<file path="src/rtl/tick_sched_pkg.sv">
`default_nettype none
// +----------------------------------------------------------------------+
// | tick_sched_pkg : shared defaults and FSM encoding for tick_sched      |
// | Revision: 1.0                                                        |
// +----------------------------------------------------------------------+
package tick_sched_pkg;

  localparam int c_nch_default        = 4;
  localparam int c_pw_default         = 6;
  localparam int c_def_period_default = 20;

  typedef logic [0:0] state_t;
  localparam state_t c_st_idle = 1'b0;
  localparam state_t c_st_busy = 1'b1;

  // Fold an index that overshot n by at most one lap back into 0..n-1.
  function automatic int rr_wrap(input int idx, input int n);
    return (idx >= n) ? idx - n : idx;
  endfunction

endpackage
`default_nettype wire

</file>
<file path="src/rtl/tick_chan.sv">
`default_nettype none
// +----------------------------------------------------------------------+
// | tick_chan : one periodic channel (counter, period, pending, overrun) |
// | Revision: 1.0                                                        |
// +----------------------------------------------------------------------+
module tick_chan #(
  parameter int PW         = 6,
  parameter int DEF_PERIOD = 20
)(
  input  logic          clk_1ms,
  input  logic          reset,
  input  logic          cfg_we,
  input  logic [PW-1:0] cfg_period,
  input  logic          take,
  output logic          pending,
  output logic          overrun
);

  logic [PW-1:0] r_count;
  logic [PW-1:0] r_period;
  logic          r_pending;
  logic          r_overrun;
  logic          w_expire;

  assign w_expire = (r_period != '0) && (r_count == r_period - PW'(1));

  always_ff @(posedge clk_1ms) begin
    if (reset) begin
      r_count   <= '0;
      r_period  <= PW'(DEF_PERIOD);
      r_pending <= 1'b0;
      r_overrun <= 1'b0;
    end else if (cfg_we) begin
      r_period  <= cfg_period;
      r_count   <= '0;
      r_pending <= 1'b0;
      r_overrun <= 1'b0;
    end else begin
      if ((r_period == '0) || w_expire)
        r_count <= '0;
      else
        r_count <= r_count + PW'(1);
      // A job being granted on this very edge is not a missed deadline.
      if (w_expire) begin
        r_pending <= 1'b1;
        if (r_pending && !take)
          r_overrun <= 1'b1;
      end else if (take) begin
        r_pending <= 1'b0;
      end
    end
  end

  assign pending = r_pending;
  assign overrun = r_overrun;

endmodule
`default_nettype wire

</file>
<file path="src/rtl/tick_sched.sv">
`default_nettype none
// +----------------------------------------------------------------------+
// | tick_sched : periodic channels with round-robin one-hot task grant   |
// | Revision: 1.0                                                        |
// +----------------------------------------------------------------------+
module tick_sched
  import tick_sched_pkg::*;
#(
  parameter int NCH        = c_nch_default,
  parameter int PW         = c_pw_default,
  parameter int DEF_PERIOD = c_def_period_default,
  localparam int CW        = (NCH > 1) ? $clog2(NCH) : 1
)(
  input  logic           clk_1ms,
  input  logic           reset,
  input  logic           cfg_we,
  input  logic [CW-1:0]  cfg_ch,
  input  logic [PW-1:0]  cfg_period,
  input  logic           task_done,
  output logic [NCH-1:0] grant,
  output logic           grant_valid,
  output logic [NCH-1:0] overrun
);

  state_t         r_state;
  state_t         w_state_next;
  logic [NCH-1:0] w_pending;
  logic [NCH-1:0] w_take_vec;
  logic [NCH-1:0] r_grant;
  logic           r_grant_valid;
  logic [CW-1:0]  r_ptr;
  logic [CW-1:0]  r_gidx;
  logic [CW-1:0]  w_pick;
  logic [CW-1:0]  w_cand;
  logic           w_found;
  logic           w_take;
  logic           w_release;

  for (genvar gi = 0; gi < NCH; gi++) begin : g_chan
    tick_chan #(
      .PW         (PW),
      .DEF_PERIOD (DEF_PERIOD)
    ) u_chan (
      .clk_1ms    (clk_1ms),
      .reset      (reset),
      .cfg_we     (cfg_we && (cfg_ch == CW'(gi))),
      .cfg_period (cfg_period),
      .take       (w_take_vec[gi]),
      .pending    (w_pending[gi]),
      .overrun    (overrun[gi])
    );
  end

  // First pending channel at or after ptr, scanning upward with wrap.
  always_comb begin
    w_found = 1'b0;
    w_pick  = '0;
    w_cand  = '0;
    for (int k = 0; k < NCH; k++) begin
      w_cand = CW'(rr_wrap(int'(r_ptr) + k, NCH));
      if (!w_found && w_pending[w_cand]) begin
        w_found = 1'b1;
        w_pick  = w_cand;
      end
    end
  end

  always_ff @(posedge clk_1ms) begin
    if (reset)
      r_state <= c_st_idle;
    else
      r_state <= w_state_next;
  end

  always_comb begin
    w_state_next = r_state;
    case (r_state)
      c_st_idle: if (w_found)   w_state_next = c_st_busy;
      c_st_busy: if (task_done) w_state_next = c_st_idle;
      default:                  w_state_next = c_st_idle;
    endcase
  end

  always_comb begin
    w_take     = (r_state == c_st_idle) && w_found;
    w_release  = (r_state == c_st_busy) && task_done;
    w_take_vec = w_take ? (NCH'(1) << w_pick) : '0;
  end

  always_ff @(posedge clk_1ms) begin
    if (reset) begin
      r_grant       <= '0;
      r_grant_valid <= 1'b0;
      r_gidx        <= '0;
      r_ptr         <= '0;
    end else if (w_take) begin
      r_grant       <= w_take_vec;
      r_grant_valid <= 1'b1;
      r_gidx        <= w_pick;
    end else if (w_release) begin
      r_grant       <= '0;
      r_grant_valid <= 1'b0;
      r_ptr         <= (r_gidx == CW'(NCH - 1)) ? '0 : r_gidx + CW'(1);
    end
  end

  assign grant       = r_grant;
  assign grant_valid = r_grant_valid;

endmodule
`default_nettype wire
</file>
<file path="config.mk">
export PLATFORM = sky130hd
export DESIGN_NAME = tick_sched
export DESIGN_NICKNAME = d
export VERILOG_FILES = /design/src/rtl/tick_sched_pkg.sv /design/src/rtl/tick_chan.sv /design/src/rtl/tick_sched.sv
export SDC_FILE = /design/constraint.sdc
export NUM_CORES = 1
export LEC_CHECK = 0
export CAP_MARGIN = 20
export CORE_MARGIN = 3
export CORE_UTILIZATION = 61
export CTS_CLUSTER_DIAMETER = 120
export DETAILED_ROUTE_END_ITERATION = 6
export PLACE_DENSITY = 0.79
export SLEW_MARGIN = 20
export SYNTH_ARGS = -nofsm -noshare
export SYNTH_HDL_FRONTEND = slang
export SYNTH_SLANG_ARGS = --single-unit
</file>
<file path="constraint.sdc">
create_clock -name clk_1ms -period 3.19 [get_ports clk_1ms]
set_input_delay 0.638 -clock clk_1ms [delete_from_list [all_inputs] [get_ports clk_1ms]]
set_output_delay 0.638 -clock clk_1ms [all_outputs]
set_load 0.02 [all_outputs]
</file>
==> run_results.csv <==
group,metric,value,unit
run_status,status,"complete, no violations",
layout,n_antenna_cell,0,
sta,fin_crit_sh,66.2,%
yosys,synth_nets,413,
power_and_ir_drop,powerDensity,490,mW/mm^2
layout,fillers,420,
clock_tree,clock_latency,0.34,ns
layout,syn_to_final_growth,14.4,%
yosys,synth_area,0.00335,mm^2
drt,avgRoutedWirePerCell,13.4,um
critical_path,arrival,2.32,ns
grt,grt_pass1_vias,2517,
layout,drive_gt1_share,7.47,%
drt,viasPerCell,5.58,
min_path,min_path_type,"register to register",
sta,tightest_slew,0.892,ns
clock_tree,hold_buffers,0,
critical_path,crit_fanout,6,
layout,multi_input_area,0.00190,mm^2
clock_tree,cts_tree,"yes",
floorplan,fp.dieW,80.1,um
layout,fin_util,73.5,%
critical_path,slowest_delay,0.46,ns
drt,dr.pass1.iters,4,
critical_path,crit_path_cell_trace,"inv_1, ha_1, and2_1, o21a_1, o31a_1, o41ai_2, nor2_1",
sta,grt_setup_unrepaired,"no",
clock_tree,cts_resized,0,
layout,nets,431,
critical_path,end_kind,"register",
yosys,yosysUniqueCellTypes,47,
floorplan,die_area,0.00641,mm^2
drt,drc,0,
clock_tree,path_clk_slew,0.07,ns
grt,grt_pass1_wl,11300,um
drt,ant_nets,0,
clock_tree,ctsHtreeMaxLevel,3,
sta,hold_viol,0,
placed_design,io_buffer_count,20,
sta,tns,0,ns
drt,routed-via-count,2704,
clock_tree,cts_buffers,9,
sta,slew_violations,0,
layout,design_area,0.00383,mm^2
critical_path,setup.worst_path.class,"register to register",
sta,fin_crit,2.11,ns
sta,whs,0.457,ns
drt,wl,6480,um
critical_path,start_kind,"register",
sta,max_slew_margin,40.2,%
clock_tree,cts_setup_buffers,0,
clock_tree,cts_sinks,66,
critical_path,crit_required,3.40,ns
yosys,yosys_register_bits,66,
placed_design,place_hpwl,4770,um
floorplan,io_pins,21,
yosys,synth_top_area_share,39.5,%
sta,max_freq,473,MHz
clock_tree,clock_path_buffers,2,
placed_design,dp_slack,0.835,ns
yosys,synth_area_per_cell,8.53,um^2
floorplan,fp-row-count,26,
run,maxCapViolations,0,
yosys,yosysSeqAreaShare,39.5,%
grt,antenna_found_initial,0,
clock_tree,cts-root-buf,"clkbuf_8",
floorplan,core_area,0.00520,mm^2
grt,track_usage,22.5,%
placed_design,place_congestion,0.768,
sta,setup_viol,0,
floorplan,initial_core_util,64.3,%
yosys,synth_area_leader_cell,"dfxtp_1",
critical_path,cp.buffers_inverters,1,
critical_path,cp_slowest_cell,"o41ai_2",
yosys,synthTopCellsByArea,"dfxtp_1 39%, nor2_1 6.3%, xnor2_1 6.3%",
yosys,synth_warnings,0,
power_and_ir_drop,peakVddDrop,389,uV
layout,regArea,0.00132,mm^2
yosys,syn_inst,392,
layout,final_cell_mix,"66 x dfxtp_1, 56 x nor2_1, 45 x nand2_1",
grt,grt_max_degree,30,
power_and_ir_drop,leakagePower,1.45,nW
grt,grt.overflow.total,0,
floorplan,die_y,80.1,um
sta,clock_skew,0.00715,ns
layout,final_common_cell,"dfxtp_1",
sta,worst_slack,1.08,ns
placed_design,place_area,0.00359,mm^2
drt,drtIter0Drc,82,
critical_path,critical-path-top-delay-family,"compound AO/OA/AOI/OAI gates",
## power by group
part	internal [mW]	total [mW]	switching, mW
Clock	0.503	0.817	0.315
Combinational	0.0813	0.173	0.0917
Sequential	0.851	0.885	0.0336
Total	1.44	1.88	0.440
## cell families after synthesis
family,count (synthesis),share of synthesized area (%)
xor+xnor,45,11.8
flops,66,39.5
mux,8,2.39
simple gates,172,24.8
compound gates,62,14.4
buf+inv,30,3.81
fa+ha+maj,9,3.37
## flip-flops by register name, summed over array words and instances, names as in the netlist
signal                  flops
g_chan.u_chan.r_count      24
g_chan.u_chan.r_period     24
g_chan.u_chan.overrun       4
g_chan.u_chan.pending       4
grant                       4
r_gidx                      2
r_ptr                       2
grant_valid                 1
r_state                     1
## through the flow
stage,total power [mW],instances
floorplan,1.02,392
global route,1.96,485
CTS,1.89,485
global placement,1.07,469
finish,1.88,485
detailed placement,1.08,469
## worst min-delay path: cells and delay by family, from the launching register on
| kind | cells | cell delay [ns] |
|---|---|---|
| flops | 1 | 0.32 |
| simple gates | 1 | 0.05 |
| compound gates | 1 | 0.05 |
## worst paths after layout
path                                                   start                     endpoint  slack (ns)  cells past startpoint
worst max-delay path            g_chan[3].u_chan.r_period[0]  g_chan[3].u_chan.r_count[5]        1.08                      7
worst min-delay path                g_chan[3].u_chan.overrun     g_chan[3].u_chan.overrun        0.46                      2
worst max register to register  g_chan[3].u_chan.r_period[0]  g_chan[3].u_chan.r_count[5]        1.08                      7
worst min register to register      g_chan[3].u_chan.overrun     g_chan[3].u_chan.overrun        0.46                      2
## cell usage after synthesis (all sizes together)
library cell and number:
a211o 5, xor2 21, a21boi 3, clkbuf 11
o21a 3, nand3b 6, o22ai 1, nand2 45
and2 3, a221oi 1, o31ai 5, a211oi 5
ha 9, a21o 1, o21bai 1, xnor2 24
or2 1, a311o 1, nor3b 6, a32oi 1
a21oi 19, buf 4, nand4 1, or4 1
a31oi 1, o311ai 3, dfxtp 66, nor3 14
o21ai 5, nor2b 5, and3 2, nor2 56
or3 10, mux2i 8, o41ai 3, nand3 19
a221o 1, inv 15, nand2b 3, o31a 3
## per-layer routing
| layer | vias up | global-route usage, % | part of all wire, % |
|---|---|---|---|
| met2 | 34 | 39.2 | 50 |
| met3 | 5 | 7.40 | 3.7 |
| met1 | 1283 | 25.9 | 45 |
| li1 | 1382 | - | - |
| met4 | 0 | 7.60 | 1.2 |
| met5 | - | 0 | 0 |
## area by class of cell
| type | count | area share (%) |
|---|---|---|
| clock inverters | 4 | 1.90 |
| flip-flops and latches | 66 | 34.5 |
| repair buffers | 22 | 5.95 |
| multi-input cells | 296 | 49.6 |
| inverters | 15 | 1.47 |
| well taps | 70 | 2.29 |
| clock buffers | 12 | 4.32 |
No activity file was read; power rests on OpenSTA's default activity.
